==> src/rtl/vend_dispenser.sv <==
// Actuator sequencer behind the vending FSM: queues {out,change} events and plays them out as
// motor / coin-ejector pulses. Define VEND_TALLY_EN to add saturating sold/coin tally outputs.
module vend_dispenser #(
  parameter int FIFO_DEPTH = 4,
  parameter int MOTOR_CYC  = 8,
  parameter int COIN_CYC   = 4,
  parameter int GAP_CYC    = 2
) (
  input  logic        clk,
  input  logic        reset,
  input  logic        out,
  input  logic [1:0]  change,
  output logic        motor,
  output logic        eject10,
  output logic        eject5,
  output logic        busy,
  output logic        overflow
`ifdef VEND_TALLY_EN
  ,
  output logic [15:0] sold_cnt,
  output logic [15:0] coins5_cnt,
  output logic [15:0] coins10_cnt
`endif
);

  localparam int PW    = $clog2(FIFO_DEPTH);
  localparam int MAX_A = (MOTOR_CYC > COIN_CYC) ? MOTOR_CYC : COIN_CYC;
  localparam int MAXC  = (MAX_A > GAP_CYC) ? MAX_A : GAP_CYC;
  localparam int CW    = $clog2(MAXC) + 1;

  typedef enum logic [2:0] {IDLE, MOTOR, GAP_M, COIN10, GAP_10, COIN5, GAP_5} state_t;

  state_t         state, stateNext;
  logic [CW-1:0]  phase;
  logic [2:0]     mem [FIFO_DEPTH];
  logic [PW-1:0]  wrPtr, rdPtr;
  logic [PW:0]    count;
  logic [1:0]     curChange;
  logic [2:0]     head;
  logic           push, pop, doPush, full, empty, enter, phaseDone;

  assign head      = mem[rdPtr];
  assign push      = out | (|change);
  assign full      = (count == (PW+1)'(FIFO_DEPTH));
  assign empty     = (count == '0);
  assign doPush    = push && (!full || pop);
  assign enter     = (stateNext != state);
  assign phaseDone = (phase == '0);
  assign busy      = (state != IDLE) || !empty;

  // Each phase lasts its load value + 1 cycles, counting down to zero.
  function automatic logic [CW-1:0] phaseLoad(input state_t s);
    case (s)
      MOTOR:                 return CW'(MOTOR_CYC - 1);
      COIN10, COIN5:         return CW'(COIN_CYC - 1);
      GAP_M, GAP_10, GAP_5:  return CW'(GAP_CYC - 1);
      default:               return '0;
    endcase
  endfunction

  always_comb begin
    stateNext = state;
    pop       = 1'b0;
    case (state)
      IDLE: begin
        if (!empty) begin
          pop = 1'b1;
          if (head[2])      stateNext = MOTOR;
          else if (head[1]) stateNext = COIN10;
          else              stateNext = COIN5;
        end
      end
      MOTOR:  if (phaseDone) stateNext = GAP_M;
      GAP_M: begin
        if (phaseDone) begin
          if (curChange[1])      stateNext = COIN10;
          else if (curChange[0]) stateNext = COIN5;
          else                   stateNext = IDLE;
        end
      end
      COIN10: if (phaseDone) stateNext = GAP_10;
      GAP_10: if (phaseDone) stateNext = curChange[0] ? COIN5 : IDLE;
      COIN5:  if (phaseDone) stateNext = GAP_5;
      GAP_5:  if (phaseDone) stateNext = IDLE;
      default: stateNext = IDLE;
    endcase
  end

  // Actuator drives are registered off the next state so they rise on the pop edge.
  always_ff @(posedge clk or negedge reset) begin
    if (!reset) begin
      state     <= IDLE;
      phase     <= '0;
      curChange <= 2'b00;
      motor     <= 1'b0;
      eject10   <= 1'b0;
      eject5    <= 1'b0;
    end else begin
      state <= stateNext;
      if (enter)           phase <= phaseLoad(stateNext);
      else if (!phaseDone) phase <= phase - CW'(1);
      if (pop)             curChange <= head[1:0];
      motor   <= (stateNext == MOTOR);
      eject10 <= (stateNext == COIN10);
      eject5  <= (stateNext == COIN5);
    end
  end

  always_ff @(posedge clk or negedge reset) begin
    if (!reset) begin
      wrPtr    <= '0;
      rdPtr    <= '0;
      count    <= '0;
      overflow <= 1'b0;
    end else begin
      if (doPush) wrPtr <= wrPtr + PW'(1);
      if (pop)    rdPtr <= rdPtr + PW'(1);
      case ({doPush, pop})
        2'b10:   count <= count + (PW+1)'(1);
        2'b01:   count <= count - (PW+1)'(1);
        default: count <= count;
      endcase
      if (push && full && !pop) overflow <= 1'b1;
    end
  end

  // Storage needs no reset; occupancy is tracked by count alone.
  always_ff @(posedge clk) begin
    if (doPush) mem[wrPtr] <= {out, change};
  end

`ifdef VEND_TALLY_EN
  always_ff @(posedge clk or negedge reset) begin
    if (!reset) begin
      sold_cnt    <= '0;
      coins5_cnt  <= '0;
      coins10_cnt <= '0;
    end else if (enter) begin
      if (stateNext == MOTOR  && sold_cnt    != 16'hFFFF) sold_cnt    <= sold_cnt + 16'd1;
      if (stateNext == COIN5  && coins5_cnt  != 16'hFFFF) coins5_cnt  <= coins5_cnt + 16'd1;
      if (stateNext == COIN10 && coins10_cnt != 16'hFFFF) coins10_cnt <= coins10_cnt + 16'd1;
    end
  end
`endif

endmodule

==> config.mk <==
export PLATFORM = sky130hd
export DESIGN_NAME = vend_dispenser
export DESIGN_NICKNAME = d
export VERILOG_FILES = /design/src/rtl/vend_dispenser.sv
export SDC_FILE = /design/constraint.sdc
export NUM_CORES = 1
export LEC_CHECK = 0
export ABC_AREA = 0
export BUFFER_PORTS_ARGS = -buffer_cell sky130_fd_sc_hd__buf_2
export CAP_MARGIN = 20
export CORE_ASPECT_RATIO = 0.7
export CORE_UTILIZATION = 42
export CTS_BUF_LIST = sky130_fd_sc_hd__clkbuf_16
export DETAILED_ROUTE_END_ITERATION = 12
export GPL_TIMING_DRIVEN = 0
export PLACE_DENSITY = 0.63
export SLEW_MARGIN = 20
export SYNTH_ARGS = -nofsm -noshare
export SYNTH_HDL_FRONTEND = slang
export SYNTH_SLANG_ARGS = --single-unit
==> constraint.sdc <==
create_clock -name clk -period 3.35 [get_ports clk]
set_input_delay 0.67 -clock clk [delete_from_list [all_inputs] [get_ports clk]]
set_output_delay 0.67 -clock clk [all_outputs]
set_load 0.05 [all_outputs]
==> results of run 1 <==
## placed cells by master (no fill, tap or decap), types with 2 or more instances in the layout
cell type,Yosys,layout
nand3_1,3,3
and2_1,4,4
xnor2_1,4,4
nor3b_1,2,2
a31oi_1,3,3
nor2_1,12,12
dfrtp_1,20,20
nand2_1,9,9
a21oi_1,8,8
xor2_1,2,2
clkbuf_16,0,5
nor4_1,2,2
edfxtp_1,12,12
mux4_2,3,3
buf_2,3,12
ha_1,5,5
mux2_2,2,2
nor3_1,4,4
o22ai_1,2,2
inv_1,10,10
clkinv_1,0,2
or3_1,2,2
o21ai_0,6,6
and3_1,2,2
nand2b_1,4,4
a211oi_1,3,3
clkbuf_1,4,4
or4_1,2,2
## cell families (layout without fill, tap and decap cells)
kind of cell,after synthesis,after routing
buffers and inverters,18,35
AO/OA/AOI/OAI,28,28
flip-flops,32,32
XOR/XNOR,6,6
AND/OR/NAND/NOR,49,49
multiplexers,7,7
adder cells (fa/ha/maj),6,6
## flip-flops by register name, summed over array words and instances, names as in the netlist
register,cells
wrPtr,2
state,3
count,3
motor,1
eject10,1
curChange,2
phase,4
overflow,1
rdPtr,2
mem,12
eject5,1
## stage by stage
stage / worst slack [ns] / utilization
finish: 0.638 / 0.525
global route: 0.388 / 0.525
CTS: 0.649 / 0.525
detailed placement: 0.659 / 0.480
global placement: 0.712 / 0.480
floorplan: 0.939 / -
## Yosys cell counts, drive strengths merged (4+ instances only)
cell     n  area share
clkbuf   4      0.0093
buf      4       0.016
ha       5       0.039
edfxtp  12        0.22
a21oi    8       0.025
xnor2    4       0.022
and2     4       0.015
nand2b   4       0.015
o21ai    6       0.019
nand2    9       0.021
dfrtp   20        0.31
nor3     5       0.019
nor2    12       0.028
inv     10       0.023
## power by group through the flow
stage | combinational, W | sequential [W] | clock [W]
after CTS | 0.00101 | 0.000686 | 0.000507
after global placement | 0.000961 | 0.000685 | 0
after detailed placement | 0.000993 | 0.000690 | 0
after global routing | 0.00113 | 0.000707 | 0.000528
final | 0.00101 | 0.000688 | 0.000501
after floorplan | 0.000755 | 0.000705 | 0
## worst paths after layout
path,start,to,cells past startpoint
setup / recovery,phase[0],phase[0],9
hold / removal,reset,phase[3],1
hold reg to reg,overflow,overflow,1
setup reg to reg,phase[0],phase[0],9
min in group clk,overflow,overflow,1
max in group asynchronous,reset,count[1],1
## worst max-delay path, cell delays in order (launching register included)
cell	delay [ns]
dfrtp_1	0.40
inv_1	0.07
ha_1	0.20
nor3b_1	0.28
buf_2	0.27
o22ai_1	0.10
a211oi_1	0.65
xor2_1	0.23
o211ai_2	0.08
mux2_1	0.30
## routing by layer
metal | track usage | vias to the layer above
li1 | - | 549
met1 | 0.245 | 577
met2 | 0.269 | 55
met3 | 0.0559 | 7
met4 | 0.0801 | 0
met5 | 0 | -
## layout make-up
type | count | area, um2 | area share
plain buffers | 8 | 41.3 | 0.0218
clock buffers | 5 | 125 | 0.0661
clock inverters | 3 | 37.5 | 0.0198
inverters | 10 | 37.5 | 0.0198
multi-input cells | 96 | 682 | 0.360
flip-flops and latches | 32 | 861 | 0.455
well taps | 50 | 62.6 | 0.0331
repair buffers | 9 | 45.0 | 0.0238
==> flow_metrics.env, run 1 <==
export IMPL_ant_nets=0
export IMPL_cp_start_kind="flop"
export IMPL_grt_max_degree=21
export IMPL_drtIter0Drc=112
export IMPL_ys_warn_count=0
export IMPL_power_per_cell_area_mw_per_mm2=1160
export IMPL_crit_type="reg2reg"
export IMPL_async_flop_share=0.625
export IMPL_synth_edf_count=12
export IMPL_syn_nets=157
export IMPL_ys_ff_latch=32
export IMPL_grt_pass1_vias=1111
export IMPL_clkSinkCount=32
export IMPL_postSynthAreaPerCell_um2=11.1
export IMPL_grt_setup_unrepaired="false"
export IMPL_placed_area_mm2=0.00173
export IMPL_htree_num_levels=2
export IMPL_cts_resized_gates=0
export IMPL_grt_ovfl_total=0
export IMPL_cts_buffer_depth=2
export IMPL_postCtsSetupBuffers=0
export IMPL_grt_total_usage=0.181
export IMPL_cts_tree="built"
export IMPL_cp_data_arrival_time_ns=2.87
export IMPL_fp_dieH_um=54.0
export IMPL_synth_simple_area_share=0.160
export IMPL_synth_top_family_by_area="simple AND/OR/NAND/NOR gates"
export IMPL_p_sw_w=0.000870
export IMPL_hpwl_um=2240
export IMPL_area_growth_pct=16.7
export IMPL_vdd_drop_max_mv=0.632
export IMPL_hold_ws_ns=0.336
export IMPL_setup_violations_final=0
export IMPL_status="complete, no violations"
export IMPL_gp_congestion=0.810
export IMPL_final_max_slew_viol_count=0
export IMPL_synthCells=146
export IMPL_antenna_found_initial=0
export IMPL_top_layer="met4"
export IMPL_routed_wl_um=3230
export IMPL_synth_mux_area_fraction=0.0687
export IMPL_p_int_w=0.00133
export IMPL_max_freq_mhz=369
export IMPL_p_clk_frac=0.228
export IMPL_ioPinCount=10
export IMPL_synth_compound_area_frac=0.109
export IMPL_period_share=0.809
export IMPL_placementRows=18
export IMPL_synth_top_flop_cell="dfrtp_1"
export IMPL_p_leak_nw=0.785
export IMPL_wire_per_inst_um=15.2
export IMPL_drive_above_1_share=0.160
export IMPL_worst_pin_slew_ns=0.710
export IMPL_hold_violations=0
export IMPL_syn_cell_area_mm2=0.00162
export IMPL_die_area_mm2=0.00412
export IMPL_vias=1188
export IMPL_critPathRequiredTime_ns=3.50
export IMPL_stdcell_count=213
export IMPL_final_cell_area_mm2=0.00189
export IMPL_fillers=319
export IMPL_synth_cell_types=39
export IMPL_nets=173
export IMPL_grt_pass1_wl_um=5420
export IMPL_clk_pin_slew_ns=0.05
export IMPL_crit_fanout=10
export IMPL_synth_fa_ha_area_frac=0.0509
export IMPL_drc=0
export IMPL_dp_cells=205
export IMPL_clock_skew_ns=0.00715
export IMPL_portBuffers=9
export IMPL_clock_latency_ns=0.28
export IMPL_clock_root_buffer="clkbuf_16"
export IMPL_fp_dieW_um=76.3
export IMPL_cts_buffers=5
export IMPL_diodes=0
export IMPL_worst_setup_path_end_kind="flop"
export IMPL_setup_tns_ns=0
export IMPL_core_mm2=0.00360
export IMPL_cap_violations=0
export IMPL_synth_xor_area_share=0.0324
export IMPL_fin_crit_ns=2.71
export IMPL_yosysSeqAreaShare=0.531
export IMPL_hp_class="in2async"
export IMPL_reg2reg_slack_ns=0.64
export IMPL_met1_length_um=1470
export IMPL_met3WireLength_um=240
export IMPL_relSlewSlack=0.524
export IMPL_p_seq_frac=0.313
export IMPL_hold_buffers=0
export IMPL_power_w=0.00220
export IMPL_dr_wl_met2_um=1480
export IMPL_dr_pass1_iters=4
export IMPL_p_sw_frac=0.395
export IMPL_combPwrFrac=0.460
export IMPL_vias_per_cell=5.58
export IMPL_initial_core_util=0.450
No activity file was read; power rests on OpenSTA's default activity.
==> inputs of run 2 (changes only) <==
==> constraint.sdc (replaced) <==
create_clock -name clk -period 2.6 [get_ports clk]
set_input_delay 0.52 -clock clk [delete_from_list [all_inputs] [get_ports clk]]
set_output_delay 0.52 -clock clk [all_outputs]
set_load 0.05 [all_outputs]
==> flow_metrics.env, run 2 (synthesis gave the netlist of run 1 again) <==
export IMPL_status="complete, no violations"
export IMPL_grt_pass1_wl_um=5500
export IMPL_worst_setup_path_end_kind="flop"
export IMPL_p_leak_nw=0.802
export IMPL_p_clk_frac=0.215
export IMPL_relSlewSlack=0.548
export IMPL_drtIter0Drc=120
export IMPL_cap_violations=0
export IMPL_gp_congestion=0.810
export IMPL_crit_chain="buf_6 > mux4_2 > nor4b_1 > or4_1 > buf_4 > xor2_2 > o211ai_2 > mux2_1"
export IMPL_cts_buffers=5
export IMPL_worst_pin_slew_ns=0.675
export IMPL_dp_cells=205
export IMPL_clock_latency_ns=0.27
export IMPL_drc=0
export IMPL_dr_pass1_iters=4
export IMPL_hold_buffers=0
export IMPL_crit_type="reg2reg"
export IMPL_crit_start="rdPtr[0]"
export IMPL_p_seq_frac=0.308
export IMPL_nets=173
export IMPL_fp_dieW_um=76.3
export IMPL_htree_num_levels=2
export IMPL_mostFrequentLayoutCells="dfrtp_1, edfxtp_1, nor2_1"
export IMPL_clock_root_buffer="clkbuf_16"
export IMPL_cts_buffer_depth=2
export IMPL_ioPinCount=10
export IMPL_power_per_cell_area_mw_per_mm2=1520
export IMPL_drive_above_1_share=0.215
export IMPL_clk_pin_slew_ns=0.05
export IMPL_final_common_cell="dfrtp_1"
export IMPL_final_seq_area_um2=862
export IMPL_p_sw_frac=0.393
export IMPL_vias=1188
export IMPL_reg2reg_slack_ns=0.09
export IMPL_met3WireLength_um=183
export IMPL_grt_setup_unrepaired="false"
export IMPL_hold_violations=0
export IMPL_grt_ovfl_total=0
export IMPL_diodes=0
export IMPL_cts_tree="built"
export IMPL_area_growth_pct=20.1
export IMPL_p_sw_w=0.00117
export IMPL_wire_per_inst_um=15.9
export IMPL_hp_class="in2async"
export IMPL_crit_slowest_cell="mux4_2"
export IMPL_routed_wl_um=3390
export IMPL_critPathRequiredTime_ns=2.75
export IMPL_ant_nets=0
export IMPL_r2r_start="rdPtr[0]"
export IMPL_reg_largest_list="mem x12, phase x4"
export IMPL_vias_per_cell=5.58
export IMPL_fillers=310
export IMPL_cp_data_arrival_time_ns=2.66
export IMPL_max_freq_mhz=399
export IMPL_hpwl_um=2240
export IMPL_cp_slowest_stage_delay_ns=0.53
export IMPL_placementRows=18
export IMPL_top_layer="met4"
export IMPL_fp_dieH_um=54.0
export IMPL_cp_start_kind="flop"
export IMPL_top_register="mem"
export IMPL_vdd_drop_max_mv=0.775
export IMPL_die_area_mm2=0.00412
export IMPL_core_mm2=0.00360
export IMPL_dr_wl_met2_um=1610
export IMPL_portBuffers=9
export IMPL_fin_crit_ns=2.51
export IMPL_stdcell_count=213
export IMPL_met1_length_um=1570
export IMPL_largest_reg_flops=12
export IMPL_clock_skew_ns=0.00561
export IMPL_period_share=0.965
export IMPL_antenna_found_initial=0
export IMPL_grt_max_degree=21
export IMPL_crit_fanout=5
export IMPL_combPwrFrac=0.477
export IMPL_p_int_w=0.00180
export IMPL_initial_core_util=0.450
export IMPL_grt_pass1_vias=1115
export IMPL_setup_violations_final=0
export IMPL_clkSinkCount=32
export IMPL_final_max_slew_viol_count=0
export IMPL_multi_input_area_um2=711
export IMPL_grt_total_usage=0.184
export IMPL_utilization=0.541
## run 2: changes by cell type in the layout (fill, tap and decap cells not counted), moves of 2 or more
| cell | change |
|---|---|
| buf_2 | -3 |
| buf_4 | +4 |
| buf_6 | +2 |
| clkbuf_1 | -3 |
## run 2: worst paths after layout
check                            end  cells past startpoint
max reg2reg                 phase[0]                      8
max                         phase[0]                      8
min                         phase[3]                      1
min in group clk           mem[2][2]                      1
max in group asynchronous   state[0]                      1
min reg2reg                 overflow                      1
## run 2: power by group through the flow
stage | combinational, W | sequential, W | clock (W)
floorplan | 0.000972 | 0.000909 | 0
detailed placement | 0.00128 | 0.000889 | 0
finish | 0.00142 | 0.000915 | 0.000640
global placement | 0.00124 | 0.000883 | 0
global route | 0.00156 | 0.000936 | 0.000680
CTS | 0.00134 | 0.000885 | 0.000653
## run 2: what timing repair did
item	4_1_cts	5_1_grt
endpoints found under the setup margin	2	4
setup buffers	1	2
pin swaps	0	2
resized for setup	4	9
## run 2: final cells by class
class | instances | area share
flip-flops and latches | 32 | 0.443
clock buffers | 5 | 0.0642
plain buffers | 5 | 0.0231
inverters | 10 | 0.0193
repair buffers | 12 | 0.0347
clock inverters | 3 | 0.0193
multi-input cells | 96 | 0.365
well taps | 50 | 0.0321
## run 2: through the flow
stage / hold WS (ns) / setup TNS [ns] / worst slack (ns) / area (um2) / power [W]
finish: 0.192 / 0 / 0.0914 / 1950 / 0.00297
global route: 0.221 / 0 / 0.00770 / 1950 / 0.00318
CTS: 0.198 / 0 / 0.00192 / 1910 / 0.00288
detailed placement: 0.484 / -0.128 / -0.0910 / 1730 / 0.00217
global placement: 0.455 / -0.0382 / -0.0382 / 1730 / 0.00212
floorplan: 0.224 / 0 / 0.189 / 1620 / 0.00188
## run 2: metal layers
layer  global-route usage  vias to the layer above
met4               0.0801                        0
li1                     -                      548
met3               0.0559                        4
met2                0.284                       50
met1                0.244                      586
met5                    0                        -
## run 2: critical path: cells and delay by family, from the launching register on
| kind | cells | cell delay [ns] |
|---|---|---|
| multiplexers | 2 | 0.83 |
| AND/OR/NAND/NOR | 2 | 0.66 |
| flip-flops | 1 | 0.34 |
| buffers and inverters | 2 | 0.31 |
| XOR/XNOR | 1 | 0.16 |
| AO/OA/AOI/OAI | 1 | 0.08 |
